--- src/rtl/axis_stall_monitor_pkg.sv ---
// rtl/axis_stall_monitor_pkg.sv - shared FSM state encoding for the AXI-stream stall monitor
package axis_stall_monitor_pkg;

  typedef enum logic [2:0] {
    ST_IDLE    = 3'b001,
    ST_WATCH   = 3'b010,
    ST_BLOCKED = 3'b100
  } mon_state_t;

  localparam int EVT_W = 8;

endpackage

--- src/rtl/axis_port_stall_cnt.sv ---
// rtl/axis_port_stall_cnt.sv - per-port waiting detector with saturating stall counter and blocked flag
module axis_port_stall_cnt #(
  parameter bit IS_INPUT     = 1'b1,
  parameter int CNT_W        = 8,
  parameter int STALL_THRESH = 16
) (
  input  logic clk,
  input  logic rst,
  input  logic tvalid,
  input  logic tready,
  output logic waiting,
  output logic blocked
);

  logic [CNT_W-1:0] count;
  logic [CNT_W-1:0] count_next;

  // An input port waits on data to arrive; an output port waits on the sink.
  assign waiting = IS_INPUT ? (tready && !tvalid) : (tvalid && !tready);

  always_comb begin
    count_next = '0;
    if (waiting) begin
      count_next = (&count) ? count : count + 1'b1;
    end
  end

  // Flag is loaded from the next count so it always equals (count >= threshold).
  always_ff @(posedge clk or posedge rst) begin
    if (rst) begin
      count   <= '0;
      blocked <= 1'b0;
    end else begin
      count   <= count_next;
      blocked <= (count_next >= CNT_W'(STALL_THRESH));
    end
  end

endmodule

--- src/rtl/axis_stall_monitor.sv ---
// rtl/axis_stall_monitor.sv - kernel-level AXI-stream stall monitor (IDLE/WATCH/BLOCKED FSM)
// AXIS_STALL_MON_EVTCNT_EN enables the saturating block_events counter; otherwise it is tied to 0.
module axis_stall_monitor
  import axis_stall_monitor_pkg::*;
#(
  parameter int                   NUM_PORTS    = 2,
  parameter logic [NUM_PORTS-1:0] IN_MASK      = 2'b01,
  parameter int                   STALL_THRESH = 16,
  parameter int                   CNT_W        = 8,
  localparam int                  IDX_W        = (NUM_PORTS > 1) ? $clog2(NUM_PORTS) : 1
) (
  input  logic                 kernel_monitor_clock,
  input  logic                 kernel_monitor_reset,
  input  logic [NUM_PORTS-1:0] port_tvalid,
  input  logic [NUM_PORTS-1:0] port_tready,
  output logic [NUM_PORTS-1:0] axis_block_sigs,
  output logic                 block,
  output logic [IDX_W-1:0]     first_block_port,
  output logic [7:0]           block_events
);

  logic [NUM_PORTS-1:0] waiting;
  logic [NUM_PORTS-1:0] xfer;
  logic [NUM_PORTS-1:0] sigs;
  logic [CNT_W-1:0]     quiet;
  logic [IDX_W-1:0]     low_idx;
  logic                 any_wait;
  logic                 any_xfer;
  logic                 enter_blocked;
  mon_state_t           state;

  assign xfer     = port_tvalid & port_tready;
  assign any_wait = |waiting;
  assign any_xfer = |xfer;

  for (genvar g = 0; g < NUM_PORTS; g++) begin : g_port
    axis_port_stall_cnt #(
      .IS_INPUT     (IN_MASK[g]),
      .CNT_W        (CNT_W),
      .STALL_THRESH (STALL_THRESH)
    ) u_cnt (
      .clk     (kernel_monitor_clock),
      .rst     (kernel_monitor_reset),
      .tvalid  (port_tvalid[g]),
      .tready  (port_tready[g]),
      .waiting (waiting[g]),
      .blocked (sigs[g])
    );
  end

  assign axis_block_sigs = sigs;

  always_ff @(posedge kernel_monitor_clock or posedge kernel_monitor_reset) begin
    if (kernel_monitor_reset) begin
      quiet <= '0;
    end else if (any_xfer) begin
      quiet <= '0;
    end else if (!(&quiet)) begin
      quiet <= quiet + 1'b1;
    end
  end

  // Descending scan so the lowest set index wins.
  always_comb begin
    low_idx = '0;
    for (int i = NUM_PORTS - 1; i >= 0; i--) begin
      if (sigs[i]) begin
        low_idx = IDX_W'(i);
      end
    end
  end

  assign enter_blocked = (state == ST_WATCH) && (quiet >= CNT_W'(STALL_THRESH)) && (|sigs);

  always_ff @(posedge kernel_monitor_clock or posedge kernel_monitor_reset) begin
    if (kernel_monitor_reset) begin
      state            <= ST_IDLE;
      block            <= 1'b0;
      first_block_port <= '0;
    end else begin
      case (state)
        ST_IDLE: begin
          if (any_wait) begin
            state <= ST_WATCH;
          end
        end
        ST_WATCH: begin
          if (enter_blocked) begin
            state            <= ST_BLOCKED;
            block            <= 1'b1;
            first_block_port <= low_idx;
          end else if (!any_wait && !(|sigs)) begin
            state <= ST_IDLE;
          end
        end
        ST_BLOCKED: begin
          if (any_xfer) begin
            state <= ST_IDLE;
            block <= 1'b0;
          end
        end
        default: begin
          state <= ST_IDLE;
          block <= 1'b0;
        end
      endcase
    end
  end

`ifdef AXIS_STALL_MON_EVTCNT_EN
  logic [EVT_W-1:0] evt_cnt;

  always_ff @(posedge kernel_monitor_clock or posedge kernel_monitor_reset) begin
    if (kernel_monitor_reset) begin
      evt_cnt <= '0;
    end else if (enter_blocked && !(&evt_cnt)) begin
      evt_cnt <= evt_cnt + 1'b1;
    end
  end

  assign block_events = evt_cnt;
`else
  assign block_events = '0;
`endif

endmodule

--- config.mk ---
export PLATFORM = sky130hd
export DESIGN_NAME = axis_stall_monitor
export DESIGN_NICKNAME = d
export VERILOG_FILES = /design/src/rtl/axis_stall_monitor_pkg.sv /design/src/rtl/axis_port_stall_cnt.sv /design/src/rtl/axis_stall_monitor.sv
export SDC_FILE = /design/constraint.sdc
export NUM_CORES = 1
export LEC_CHECK = 0
export BUFFER_PORTS_ARGS = -buffer_cell sky130_fd_sc_hd__clkbuf_2
export CORE_AREA = 2 2 73 58
export DETAILED_ROUTE_END_ITERATION = 6
export DIE_AREA = 0 0 75 60
export GPL_TIMING_DRIVEN = 0
export PLACE_DENSITY = 0.6
export SYNTH_ARGS = -nofsm -noshare
export SYNTH_HDL_FRONTEND = slang
export SYNTH_SLANG_ARGS = --single-unit
--- constraint.sdc ---
create_clock -name kernel_monitor_clock -period 3 [get_ports kernel_monitor_clock]
set_input_delay 0.15 -clock kernel_monitor_clock [delete_from_list [all_inputs] [get_ports kernel_monitor_clock]]
set_output_delay 0.15 -clock kernel_monitor_clock [all_outputs]
set_load 0.005 [all_outputs]
## After elaboration in Yosys (flattened, before gate mapping)

Cells that the tools add are included.

| storage, ports and cells | value |
|---|---|
| register bits after elaboration | 31 |
| input bits | 6 |
| logic and storage cells | 58 |

| operators by class | value |
|---|---|
| $add $sub $neg | 3 |
| magnitude comparators | 3 |
| eq/ne operators | 8 |
| multiplexer cells | 16 |
| bitwise operators | 2 |
| reduce and logical (&&, ||, !) cells | 18 |

Operators by type and width:

| operator | count |
|---|---|
| two-way mux 8 bit | 6 |
| adder 8 x 1 -> 8 bit, second input constant | 3 |
| >= comparator 8 x 5 -> 1 bit, second input constant | 3 |
| AND reduction 8 bit | 3 |
| two-way mux 3 bit | 4 |
| case mux 3 bit (3 select lines) | 1 |
| inequality test 2 bit, second input constant | 4 |
| AND reduction 3 bit | 2 |
| OR reduction 2 bit | 3 |
| logical AND 1 bit | 5 |
| zero test 1 bit | 4 |
| two-way mux 1 bit | 4 |
| equality test 3 x 1 -> 1 bit, second input constant | 1 |
| equality test 3 x 2 -> 1 bit, second input constant | 1 |
| equality test 3 bit, second input constant | 1 |
| inequality test 3 x 2 -> 1 bit, second input constant | 1 |
| case mux 1 bit (3 select lines) | 1 |
| AND 2 bit | 1 |
| AND reduction 2 bit | 1 |
| inverter 1 bit | 1 |

## Logic depth before layout (Yosys ltp)

| logic depth | value |
|---|---|
| depth after elaboration | 8 |
| gate-level depth with buffers | 5 |
| gate-level depth less buffers | 5 |

## Modules after synthesis

A second synthesis with hierarchy kept.

| unflattened totals | value |
|---|---|
| cell total of the unflattened synthesis | 171 |
| area total of the unflattened synthesis | 1,700.4 um^2 |

By module, submodules not included:

| module | instances | cells an instance | area an instance (um^2) | seq. area each (um^2) |
|---|---|---|---|---|
| axis_port_stall_cnt | 2 | 42 | 437.9 | 225.2 |
| axis_stall_monitor | 1 | 87 | 824.5 | 326.6 |

## Worst setup path after synthesis

No wires, ideal clock.

| timing | value |
|---|---|
| path type | reg2reg |
| from | reg g_port[1].u_cnt.count[0] |
| to | reg g_port[1].u_cnt.blocked |
| library setup time | 0.139 ns |
| arrival time | 1.557 ns |
| setup slack | 1.305 ns |
| stages on the path, launching flop included | 6 |
| clock period less this slack | 1.695 ns |
| path through | dfrtp_1 -> ha_1 -> nand3_1 -> nor2_1 -> o31a_1 -> or4_1 |

| on the way | value |
|---|---|
| cells in the longest elaborated chain, start to end | 4 |
| elaborated cells between the ends (all ways) | 5 |
| classes of those cells | 1 x add/sub; 1 x order compare; 2 x mux; 1 x reduce/logical |

RTL lines:

| element | RTL line | RTL |
|---|---|---|
| start, declared | axis_port_stall_cnt.sv:15 | `logic [CNT_W-1:0] count;` |
| start signal, assigned | axis_port_stall_cnt.sv:34 | `count <= count_next;` |
| adder 8 x 1 -> 8 bit or AND reduction 8 bit (tied branches) | axis_port_stall_cnt.sv:24 | `count_next = (&count) ? count : count + 1'b1;` |
| two-way mux 8 bit (*) | axis_port_stall_cnt.sv:24 |  |
| two-way mux 8 bit (*) | axis_port_stall_cnt.sv:23 | `if (waiting) begin` |
| via g_port[1].u_cnt.count_next[5] | axis_port_stall_cnt.sv:16 | `logic [CNT_W-1:0] count_next;` |
| >= comparator 8 x 5 -> 1 bit (*) | axis_port_stall_cnt.sv:35 | `blocked <= (count_next >= CNT_W'(STALL_THRESH));` |
| end signal, assigned | axis_port_stall_cnt.sv:35 |  |
| end, declared | axis_port_stall_cnt.sv:12 | `output logic blocked` |

The timed path passes the listed nets; every way through them passes the cells marked *.
A chain may end at the register's enable or synchronous reset.

## Worst setup path after layout

Ends and elaborated chain as after synthesis.

==> flow_metrics.tcl <==
set metrics [dict create \
    worstSetupPathType "register to register" \
    status "finished, final reports clean" \
    gp_congestion 0.806 \
    synth_edf_count 0 \
    seqCellArea_sq_um 777 \
    power_uw 961 \
    dp_hpwl_microns 2140 \
    ys_seq_area_frac 0.470 \
    synth_top_cell_area_share 0.454 \
    synth_cell_types 43 \
    drc 0 \
    relSlewSlack 0.238 \
    die_h_microns 60 \
    p_int_uw 739 \
    syn-cell-area_sq_um 1650 \
    yosysTopAreaCell "dfrtp_1" \
    crit_arrival_ns 2.00 \
    critPathMaxFanout 4 \
    grt_max_degree 32 \
    routed_wl_microns 3000 \
    pre_cts_ws_ns 1.16 \
    fin_crit_sh 0.612 \
    first_pass_iters 4 \
    syn_to_final_growth_pct 15.6 \
    required_ns 3.17 \
    core_sq_um 3830 \
    drive_gt1_frac 0.181 \
    setup_viol 0 \
    die_w_microns 75 \
    worstMarginPinSlew_ns 1.14 \
    final_cell_mix "dfrtp_1, nor2_1, nand2_1, buf_4" \
    p_per_area_nw_per_um2 503 \
    cts_tree "built" \
    rsz0062_at_grt "false" \
    synthArstFlopShare 1.00 \
    whs_ns 0.130 \
    row_count 20 \
    start_util 0.432 \
    tns_ns 0 \
    finalNetCount 208 \
    synth.area.top_cells "dfrtp_1, nor2_1, buf_4" \
    cts.sinks 31 \
    leakagePower_uw 0.000877 \
    vias 1291 \
    ys_ff_latch 31 \
    switching_power_uw 222 \
    cts_hold_buffers 0 \
    skew_ns 0.0115 \
    ant_nets 0 \
    multi_input_area_sq_um 801 \
    dp_cells 246 \
    power_frac_seq 0.470 \
    avgSynthCellArea_sq_um 9.44 \
    antenna_cells 0 \
    stdcell_count 254 \
    synth_top_flop_cell "dfrtp_1" \
    finalHoldViolCount 0 \
    grt-ovfl-total 0 \
    fin_ws_ns 1.16 \
    clk_latency_ns 0.29 \
    grt_pass1_vias 1178 \
    antenna_found_initial 0 \
    hp-class "input port to async pin" \
    cts_max_level 2 \
    root_buffer "clkbuf_8" \
    port_buffers 9 \
    grt_usage 0.159 \
    layout_min_cycle_time_ns 1.84 \
    final-max-slew-violation-count 0 \
    wl_per_cell_microns 11.8 \
    p_comb_frac 0.081 \
    cts_resized 0 \
    cts.clk_slew.worst_paths_ns 0.07 \
    p_clk_frac 0.449 \
    ir_drop_uv 304 \
    postCtsSetupRepairBufs 0 \
    cp-end-kind "register" \
    fmax_ghz 0.545 \
    drt-vias-per-instance 5.08 \
    drt-initial-drc-count 49 \
    ys_warn_count 0 \
    ios 18 \
    syn-instance-count 175 \
    final_common_cell "dfrtp_1" \
    grt_pass1_wl_microns 5270 \
    switching_share 0.231 \
    cts_buffer_depth 2 \
    die-area_sq_um 4500 \
    r2r_cells 5 \
    drv_cap 0 \
    startpoint_type "register" \
    nFillCells 378 \
    cts_made_buffers 5 \
]
## flip-flops by register name (all words and copies together), names as in the netlist
name and flops:
block 1, first_block_port 1, g_port.u_cnt.blocked 2, g_port.u_cnt.count 16, quiet 8, state 3
## critical path, stage by stage, from the launching register on
cell,delay (ns)
dfrtp_1,0.42
ha_1,0.25
nand3_1,0.13
nor2_1,0.09
o31a_1,0.32
or4_1,0.51
## cells in the mapped netlist, types with 2 or more instances
cell / n
nand2_1: 13
xnor2_1: 3
and3_1: 3
inv_1: 5
clkbuf_1: 2
nor2b_1: 4
a211oi_1: 3
a31oi_1: 7
xor2_1: 3
nand4_1: 4
o21ai_0: 8
nor3_1: 5
ha_1: 4
buf_4: 10
and3_2: 2
dfrtp_1: 30
nand2b_1: 4
nor2_1: 21
nand3_1: 9
a21oi_1: 9
mux2i_1: 4
## power groups by stage
stage	combinational [uW]	sequential (uW)	clock, uW
after global routing	90.6	455	458
after floorplan	62.9	456	0
after detailed placement	77.8	460	0
after CTS	78.5	452	447
final	77.8	452	431
after global placement	76.0	459	0
## per-stage QoR
step,utilization,cell area [sq um]
after global routing,0.499,1910
after floorplan,-,1680
after detailed placement,0.468,1790
after global placement,0.468,1790
after CTS,0.499,1910
final,0.499,1910
## cell type report
type,count,share of cell area
buffer,12,0.0432
clock buffer,6,0.0432
clock inverter,2,0.0183
inverter,5,0.00982
multi-input combinational,134,0.419
sequential,31,0.407
tap,55,0.0360
timing repair buffer,9,0.0236
## cell families after synthesis
kind of cell,count (synthesis),share of synthesized area
buffers and inverters,17,0.0613
DFF,31,0.470
other,1,0.00227
xor gates and xnor gates,6,0.0318
muxes,4,0.0242
AOI/OAI and AO/OA,37,0.143
and+or+nand+nor,75,0.237
adders and majority gates,4,0.0303
## worst paths after layout
kind	slack, ns	startpoint	end
worst max-delay path	1.16	g_port[1].u_cnt.count[0]$_DFF_PP0_	g_port[1].u_cnt.blocked$_DFF_PP0_
worst min-delay path	0.13	kernel_monitor_reset	g_port[0].u_cnt.count[3]$_DFF_PP0_
worst max register to register	1.16	g_port[1].u_cnt.count[0]$_DFF_PP0_	g_port[1].u_cnt.blocked$_DFF_PP0_
worst min register to register	0.47	g_port[0].u_cnt.blocked$_DFF_PP0_	first_block_port$_DFFE_PP0P_
max in group asynchronous	2.18	kernel_monitor_reset	g_port[0].u_cnt.count[5]$_DFF_PP0_
min in group kernel_monitor_clock	0.28	port_tvalid[1]	g_port[1].u_cnt.count[1]$_DFF_PP0_
## layer usage
| layer | up-vias | routed length [microns] | track usage |
|---|---|---|---|
| met4 | 0 | 72 | 0.0918 |
| met3 | 8 | 111 | 0.0455 |
| met5 | - | 0 | 0 |
| met1 | 609 | 1520 | 0.217 |
| met2 | 18 | 1300 | 0.224 |
| li1 | 656 | - | - |
Note: power is estimated with default switching activity, not from simulation.
